### config.mk
export PLATFORM = sky130hd
export DESIGN_NAME = snow64_instr_mem_responder
export DESIGN_NICKNAME = d
export VERILOG_FILES = /design/src/rtl/snow64_instr_mem_responder.sv
export SDC_FILE = /design/constraint.sdc
export NUM_CORES = 1
export LEC_CHECK = 0
export ABC_AREA = 1
export CAP_MARGIN = 20
export CORE_AREA = 4 4 173 175
export CTS_CLUSTER_SIZE = 28
export DETAILED_ROUTE_END_ITERATION = 10
export DIE_AREA = 0 0 177 179
export PLACE_DENSITY = 0.78
export RECOVER_POWER = 25
export SLEW_MARGIN = 20
export SYNTH_ARGS = -nofsm -noshare
export SYNTH_HDL_FRONTEND = slang
export SYNTH_SLANG_ARGS = --single-unit
### constraint.sdc
create_clock -name clk -period 3 [get_ports clk]
set_clock_uncertainty 0.05 [all_clocks]
set_input_delay 0.45 -clock clk [delete_from_list [all_inputs] [get_ports clk]]
set_output_delay 0.45 -clock clk [all_outputs]
set_load 0.03 [all_outputs]
### src/rtl/snow64_instr_mem_responder.sv
// Instruction-cache line-fill responder: fetches one 256-bit line as four ascending 64-bit beats.
// Optional last-line buffer is enabled by defining SNOW64_INSTR_MEM_RESPONDER_LAST_LINE_BUFFER_EN.
module snow64_instr_mem_responder #(
   parameter int ADDR_WIDTH = 64,
   parameter int WORD_WIDTH = 64,
   parameter int LINE_WIDTH = 256
) (
   input  logic                  clk,
   input  logic                  rst_n,
   input  logic                  in_req,
   input  logic [ADDR_WIDTH-1:0] in_addr,
   input  logic                  in_flush,
   output logic                  out_valid,
   output logic [LINE_WIDTH-1:0] out_data,
   output logic                  out_overrun,
   output logic                  out_mem_rd_req,
   output logic [ADDR_WIDTH-1:0] out_mem_rd_addr,
   input  logic                  in_mem_rd_valid,
   input  logic [WORD_WIDTH-1:0] in_mem_rd_data
);
   localparam int BEATS            = LINE_WIDTH / WORD_WIDTH;
   localparam int BEAT_BITS        = $clog2(BEATS);
   localparam int LINE_OFFSET_BITS = 5;
   localparam int TAG_WIDTH        = ADDR_WIDTH - LINE_OFFSET_BITS;
   localparam int WORD_SHIFT       = $clog2(WORD_WIDTH / 8);

   typedef enum logic [1:0] {S_IDLE, S_ISSUE, S_WAIT, S_RESPOND} state_t;

   state_t                state_q, state_d;
   logic [ADDR_WIDTH-1:0] base_q;
   logic [BEAT_BITS-1:0]  beat_q;
   logic                  overrun_q;
   logic [WORD_WIDTH-1:0] word_q [BEATS];
   logic                  last_beat;
   logic                  line_hit;
   logic [LINE_OFFSET_BITS-1:0] unused_addr_bits;

   assign unused_addr_bits = in_addr[LINE_OFFSET_BITS-1:0];
   assign last_beat        = (beat_q == BEAT_BITS'(BEATS - 1));

`ifdef SNOW64_INSTR_MEM_RESPONDER_LAST_LINE_BUFFER_EN
   logic [TAG_WIDTH-1:0] tag_q;
   logic                 tag_valid_q;

   assign line_hit = tag_valid_q && (tag_q == in_addr[ADDR_WIDTH-1:LINE_OFFSET_BITS]);

   // Flush wins over the tag load that happens when a fill completes on the same edge.
   always_ff @(posedge clk or negedge rst_n) begin
      if (!rst_n) begin
         tag_q       <= '0;
         tag_valid_q <= 1'b0;
      end else if (in_flush) begin
         tag_valid_q <= 1'b0;
      end else if (state_q == S_WAIT && state_d == S_RESPOND) begin
         tag_q       <= base_q[ADDR_WIDTH-1:LINE_OFFSET_BITS];
         tag_valid_q <= 1'b1;
      end
   end
`else
   logic unused_flush;
   assign unused_flush = in_flush;
   assign line_hit     = 1'b0;
`endif

   always_ff @(posedge clk or negedge rst_n) begin
      if (!rst_n) state_q <= S_IDLE;
      else        state_q <= state_d;
   end

   always_comb begin
      state_d = state_q;
      case (state_q)
         S_IDLE:    if (in_req) state_d = line_hit ? S_RESPOND : S_ISSUE;
         S_ISSUE:   state_d = S_WAIT;
         S_WAIT:    if (in_mem_rd_valid) state_d = last_beat ? S_RESPOND : S_ISSUE;
         S_RESPOND: state_d = S_IDLE;
         default:   state_d = S_IDLE;
      endcase
   end

   always_comb begin
      out_mem_rd_req = (state_q == S_ISSUE);
      out_valid      = (state_q == S_RESPOND);
   end

   // Beats arriving outside WAIT are stray and must not touch the line.
   always_ff @(posedge clk or negedge rst_n) begin
      if (!rst_n) begin
         base_q    <= '0;
         beat_q    <= '0;
         overrun_q <= 1'b0;
         word_q    <= '{default: '0};
      end else begin
         if (state_q == S_IDLE && in_req && !line_hit) begin
            base_q <= {in_addr[ADDR_WIDTH-1:LINE_OFFSET_BITS], {LINE_OFFSET_BITS{1'b0}}};
            beat_q <= '0;
         end
         if (state_q == S_WAIT && in_mem_rd_valid) begin
            word_q[beat_q] <= in_mem_rd_data;
            if (!last_beat) beat_q <= beat_q + BEAT_BITS'(1);
         end
         if (state_q != S_IDLE && in_req) overrun_q <= 1'b1;
      end
   end

   generate
      for (genvar gi = 0; gi < BEATS; gi++) begin : g_line
         assign out_data[gi*WORD_WIDTH +: WORD_WIDTH] = word_q[gi];
      end
   endgenerate

   assign out_mem_rd_addr = base_q + (ADDR_WIDTH'(beat_q) << WORD_SHIFT);
   assign out_overrun     = overrun_q;

endmodule

[Word-level counts from Yosys, hierarchy flattened]
Cells that the tools add are included.
Storage, ports and cells
  flip-flop bits (word level): 320
  input port bits: 133
  output and inout port bits: 323
Cells by class
  reductions and logical operators: 7
  magnitude comparators: 2
  add/sub/neg operators: 2
  mux-type cells: 10
  bitwise operators: 1
  eq/ne operators: 6
Operators by type and width (count)
  $bwmux W256: 1
  $demux W64 S2: 1
  $add A64 B5 Y64: 1
  $mux W64: 1
  $mux W2: 6
  $pmux W2 S4: 1
  $eq A2 B2 Y1 const B: 3
  $logic_and A1 B1 Y1: 4
  $ne A2 B2 Y1 const B: 2
  $ge A3 B3 Y1 const B: 1
  $lt A3 B1 Y1 const B: 1
  $not A2 Y3: 1
  $add A2 B1 Y2 const B: 1
  $eq A2 B1 Y1 const B: 1
  $logic_not A2 Y1: 1
  $reduce_and A2 Y1: 1
  $reduce_bool A2 Y1: 1

[Longest topological paths before layout]
Gate-level depths: netlist of run 1.
  depth after elaboration: 6
  depth in mapped cells: 7
  mapped depth without buffers: 7

[Worst setup path after synthesis of run 1]
OpenSTA, ideal clock, no wires.
  path type: register -> register
  start: register beat_q[0]
  end: register word_q, in the netlist out_data[195]
  setup slack: 1.339 ns
  path buffers: 2
  required time: 2.884 ns
  stages on the path, launching flop included: 6
  period minus slack after synthesis: 1.661 ns
  arrival time: 1.545 ns
  cell sequence: dfrtp_1 -> ha_1 -> clkbuf_1 -> clkbuf_1 -> nand3_1 -> nand2_1
On the way
  longest elaborated chain between the ends: 6
  elaborated cells on any way between the ends: 7
RTL lines
  start, declared: RTL line 31  | logic [BEAT_BITS-1:0] beat_q;
  start signal, assigned: RTL line 100  | if (!last_beat) beat_q <= beat_q + BEAT_BITS'(1);
  $not A2 Y3 (implied by the code) *: RTL line 99  | word_q[beat_q] <= in_mem_rd_data;
  $ge A3 B3 Y1 (implied by the code) / $lt A3 B1 Y1 (equally long branches): RTL line 99
  $logic_and A1 B1 Y1 (implied by the code): RTL line 99
  $mux W64 (implied by the code): RTL line 99
  $demux W64 S2 *: RTL line 99
  $bwmux W256 *: RTL line 99
  end signal, assigned by index: RTL line 99
  end, declared: RTL line 33  | logic [WORD_WIDTH-1:0] word_q [BEATS];
Every way passes the cells marked *; elsewhere a longest branch is shown, timed or not.
A chain may end at the register's enable or synchronous reset.

[Final worst setup path of run 1]
  start: register state_q[0]
  end: output port out_mem_rd_req
On the way
  longest elaborated chain between the ends: 1
RTL lines
  start, declared: RTL line 29  | state_t state_q, state_d;
  start signal, assigned: RTL line 67  | else state_q <= state_d;
  $eq A2 B1 Y1: RTL line 82  | out_mem_rd_req = (state_q == S_ISSUE);
  end, declared: RTL line 16  | output logic out_mem_rd_req,
No other way between the ends.

==> flow_summary.yaml, run 1 <==
sta:
  relSlewSlack: 0.08155
  fmax_mhz: 428.1
  min_period_over_period: 0.7787
  hold_viol: 0
  tightestPinTransition_ns: 1.378
  tns_ns: 0
  drv_slew: 0
  setup_viol: 0
  finalHoldWorstSlack_ns: 0.4167
  setup_ws_ns: 0.6640
  final.min_clock_period_ns: 2.336
  rsz0062_at_grt: "no"
setup_path:
  worstSetupStartpointType: "flop"
  worstPathRequired_ns: 2.50
  critPathArrivalTime_ns: 1.84
  path_cells: "inv_1, nor2_1, clkdlybuf4s50_1"
  worstSetupEndpoint: "out_mem_rd_req"
  r2r_slack_ns: 1.02
  reg2regPathDepth: 7
  path_delay_family: "buffers and inverters"
  critical_path_class: "flop to output pin"
  critPathMaxFanout: 3
  max_stage_delay_ns: 0.74
  timing.rr.end: "beat_q[0]"
  critPathSlowestCell: "clkdlybuf4s50_1"
  worst-path-buf-inv: 2
  end_kind: "output pin"
  timing.rr.start: "beat_q[0]"
  crit_start: "state_q[0]"
  cp.depth: 3
routing:
  drcViolationCount: 0
  vias_per_cell: 5.193
  antenna_left: 0
  dr_total_vias: 11490
  drtPass1Iterations: 5
  wl_um: 42710
  drtIter0Drc: 898
  wl_per_cell_um: 19.31
cts:
  cts-resized-gates: 0
  numCtsBuffers: 35
  clockBufferDepth: 3
  htree_levels: 2
  clk_latency_ns: 0.50
  cts_tree: "done"
  cts-root-buf: "clkbuf_16"
  cts_sinks: 320
  clkTransAtPathRegs_ns: 0.06
flow_run:
  cap_violations: 0
finish:
  final_cells: 2212
  antenna_cells: 0
  fillers: 2316
  drive_above_1_share: 0.04595
  syn_to_final_growth_pct: 46.03
  fin_nets: 1943
  final_util: 0.6507
outcome:
  run_status: "complete, no violations"
floorplan:
  die_x_um: 177
  die_area_mm2: 0.03168
  coreArea_mm2: 0.02847
  start_util: 0.4456
  row_count: 62
  pin_count: 456
  die_y_um: 179
synth:
  ys_seq_elements: 320
  yosysWarnings: 0
  seq_area_frac_synth: 0.6312
  syn_area_mm2: 0.01269
  synth_cells: 1402
  synth.distinct_cells: 16
  syn_area_per_cell_um2: 9.049
global_route:
  grt_use_met2: 0.4373
  grt_use_met1: 0.3277
  antenna_found_initial: 0
  grt.busiest_layer: "met2"
  grt_first_pass_wirelength_um: 65670
  use_met3: 0.06601
  grt_max_degree: 118
  grt-ovfl-total: 0
  first_global_vias: 11740
  grtUsageTotal: 0.2637
hold_path:
  hold_path_class: "flop to flop"
power_and_ir_drop:
  leakage_nw: 9.247
  power_density_mw_per_mm2: 1217
  ir_worst_vdd_v: 0.0006936
placement:
  hpwlAfterDp_um: 28150
  place.port_buffers: 446
  placed_cells: 2152
  place_congestion: 0.8435
  pre_cts_slack_ns: 0.7728
-- kinds of logic (layout without fill, tap and decap cells) --
| logic type | after synthesis | count (layout) | synth area share |
|---|---|---|---|
| other cells | 1 | 3 | 0.0002956 |
| compound gates | 3 | 3 | 0.001577 |
| buf+inv | 110 | 534 | 0.04507 |
| simple gates | 964 | 964 | 0.3179 |
| fa+ha+maj | 4 | 4 | 0.003945 |
| flops | 320 | 320 | 0.6312 |
-- how the worst min path moves through the flow --
stage | to | depth (start not counted) | startpoint | slack (ns)
6_report | out_data[110] | 2 | out_data[110] | 0.42
3_5_place_dp | out_data[81] | 1 | rst_n | 0.34
3_3_place_gp | out_data[78] | 1 | rst_n | 0.35
5_1_grt | out_data[69] | 2 | out_data[69] | 0.43
2_1_floorplan | base_q[10] | 0 | rst_n | 0.10
4_1_cts | state_q[0] | 3 | in_req | 0.34
-- Yosys cell counts --
library cell  count  area share
dfrtp_1         320        0.63
ha_1              4      0.0039
nand2_2           4      0.0020
conb_1            1     0.00030
nor2_1            3     0.00089
o21bai_1          2      0.0012
inv_1             8      0.0024
nor2_4            1     0.00089
o21ai_0           1     0.00039
buf_2            25      0.0099
buf_1             3     0.00089
buf_6             4      0.0036
buf_4            26       0.015
nand3_1         318        0.13
nand2_1         638        0.19
clkbuf_1         44       0.013
-- timing repair --
item	CTS	global route
hold endpoints to repair	45	0
setup buffers	0	0
endpoints found under the setup margin	0	0
hold buffers	1	0
-- cell type report --
type	instances	area [µm²]	share of cell area
clock buffers	50	1023	0.05524
clock inverters	9	162.7	0.008780
inverters	8	30.03	0.001621
multi-input cells	974	4133	0.2231
flip-flops and latches	320	8008	0.4322
well taps	384	480.5	0.02593
repair buffers	467	4690	0.2531
-- worst reg2reg max path, cell delays in order (launching register included) --
cell,delay (ns)
dfrtp_1,0.46
ha_2,0.23
buf_4,0.64
nor2_1,0.21
nand2_1,0.14
nand2_1,0.06
nand2_1,0.05
inv_1,0.04
-- flip-flops by register name (all words and copies together), names as in the netlist --
name / cells
out_data: 256
base_q: 59
beat_q: 2
state_q: 2
out_overrun: 1
-- through the flow --
step | instance area, µm² | total power, mW
detailed placement | 17340 | 18.24
finish | 18530 | 22.55
CTS | 18540 | 22.75
global placement | 17340 | 18.03
global route | 18530 | 23.75
floorplan | 12690 | 13.13
-- cell usage in the layout, fill, tap and decap left out, drive strengths merged, types with 2 or more instances in the layout --
cell type / synthesis / final
nand2: 642 / 642
clkdlybuf4s50: 0 / 444
dfrtp: 320 / 320
nand3: 318 / 318
clkbuf: 44 / 51
buf: 58 / 21
inv: 8 / 9
ha: 4 / 4
bufinv: 0 / 4
nor2: 4 / 4
conb: 1 / 3
clkinv: 0 / 3
o21bai: 2 / 2
-- routing by layer --
metal	part of all wire	wire length (µm)	up-vias
met1	0.38	16210	5517
met3	0.091	3889	122
li1	-	-	5287
met5	0	0	-
met4	0.049	2090	0
met2	0.48	20520	560
-- power breakdown --
group	internal [mW]	leakage (nW)	switching, mW
Clock	2.72	0.578	1.70
Combinational	3.97	4.52	7.03
Sequential	6.10	4.15	1.02
Total	12.8	9.25	9.75
Note: power is estimated with default switching activity, not from simulation.
==> run 2: changes to the inputs <==
Settings changed: CORE_AREA 4 4 173 175 to default, CORE_MARGIN from default to 4, CORE_UTILIZATION from default to 45, DIE_AREA 0 0 177 179 to default.
Clock period 3 ns to 2.2 ns, I/O delays scaled along.
==> flow_summary.yaml, run 2 (synthesis gave the netlist of run 1 again) <==
outcome:
  run_status: "complete, no violations"
routing:
  wl_um: 42770
  drcViolationCount: 0
  wl_per_cell_um: 19.20
  drtIter0Drc: 977
  drtPass1Iterations: 5
  antenna_left: 0
  vias_per_cell: 5.232
  dr_total_vias: 11650
sta:
  fmax_mhz: 484.1
  drv_slew: 0
  setup_viol: 0
  rsz0062_at_grt: "no"
  final.min_clock_period_ns: 2.066
  hold_viol: 0
  finalHoldWorstSlack_ns: 0.2730
  relSlewSlack: 0.2825
  min_period_over_period: 0.9389
  tightestPinTransition_ns: 1.076
  tns_ns: 0
  setup_ws_ns: 0.1344
power_and_ir_drop:
  switchingPower_mw: 13.35
  combPwrFrac: 0.493
  power_mw: 30.73
  power_density_mw_per_mm2: 1649
  p_sw_frac: 0.4346
  leakage_nw: 9.335
  p_int_mw: 17.38
  ir_worst_vdd_v: 0.0008631
  p_seq_frac: 0.317
  clock_power_share: 0.190
finish:
  fillers: 2251
  syn_to_final_growth_pct: 46.91
  fin_area_mm2: 0.01864
  final_cells: 2227
  drive_above_1_share: 0.05141
  mostFrequentLayoutCell: "nand2_1"
  final_cell_mix: "nand2_1 (637), clkdlybuf4s50_1 (442), dfrtp_1 (320), nand3_1 (318), clkbuf_16 (36)"
  final_util: 0.6709
  largest_reg_flops: 256
  fin_nets: 1962
floorplan:
  die_y_um: 175.9
  die_x_um: 175.9
  start_util: 0.4567
  coreArea_mm2: 0.02778
  row_count: 61
  pin_count: 456
  die_area_mm2: 0.03094
setup_path:
  critPathSlowestCell: "clkdlybuf4s50_1"
  critPathArrivalTime_ns: 1.69
  worstPathRequired_ns: 1.82
  timing.rr.end: "out_data[177]"
  end_kind: "output pin"
  reg2regPathDepth: 7
  critPathMaxFanout: 6
  max_stage_delay_ns: 0.74
  path_delay_family: "buffers and inverters"
  r2r_slack_ns: 0.48
  worstSetupStartpointType: "flop"
  critical_path_class: "flop to output pin"
  timing.rr.start: "state_q[0]"
  path_cells: "clkdlybuf4s50_1"
  worst-path-buf-inv: 1
flow_run:
  cap_violations: 0
cts:
  htree_levels: 2
  clk_latency_ns: 0.50
  clockBufferDepth: 3
  cts_tree: "done"
  clkTransAtPathRegs_ns: 0.06
  cts_sinks: 320
  numCtsBuffers: 35
  cts-root-buf: "clkbuf_16"
placement:
  hpwlAfterDp_um: 29320
  place_area_mm2: 0.01755
  placed_cells: 2165
  pre_cts_slack_ns: 0.2534
  place_congestion: 0.8769
  place.port_buffers: 446
global_route:
  first_global_vias: 11600
  grtUsageTotal: 0.2711
  grt-ovfl-total: 0
  antenna_found_initial: 1
  grt_max_degree: 114
  grt_first_pass_wirelength_um: 66410
hold_path:
  hold_path_class: "input port to asynchronous set/reset pin"
[run 2: worst max-delay path by stage]
stage / start / end / slack (ns) / cells past startpoint
after floorplan: beat_q[0] / out_data[195] / 0.54 / 5
after global placement: in_mem_rd_valid / out_data[108] / 0.29 / 7
after detailed placement: in_mem_rd_valid / out_data[177] / 0.25 / 7
after CTS: state_q[1] / out_valid / 0.03 / 3
after global routing: beat_q[0] / out_mem_rd_addr[3] / 0.04 / 1
final: beat_q[0] / out_mem_rd_addr[3] / 0.13 / 1
[run 2: final cells by class]
type | count | area (µm²) | share of cell area
diodes | 1 | 2.502 | 0.0001343
inverters | 8 | 30.03 | 0.001611
multi-input cells | 974 | 4135 | 0.2219
flip-flops and latches | 320 | 8008 | 0.4296
clock inverters | 7 | 100.1 | 0.005370
clock buffers | 53 | 1045 | 0.05605
well taps | 378 | 473.0 | 0.02537
repair buffers | 486 | 4846 | 0.2600
[run 2: power groups by stage]
stage	combinational (mW)	sequential, mW	clock (mW)
global route	16.1	10.1	6.18
detailed placement	15.2	9.79	0
CTS	15.3	9.74	5.93
finish	15.2	9.75	5.83
global placement	15.0	9.69	0
floorplan	3.45	14.5	0
[run 2: what timing repair did]
item,4_1_cts,5_1_grt
cloned,0,0
hold buffers,1,0
endpoints found under the hold margin,46,0
gates resized for setup,1,1
setup buffers,0,0
setup endpoints to repair,1,1
[run 2: per-layer routing]
layer  vias to the layer above  share of wire  track usage
li1                       5329              -            -
met2                       573           0.47       0.4386
met5                         -              0            0
met1                      5597           0.38       0.3342
met3                       152          0.093      0.07189
met4                         0          0.061       0.1462
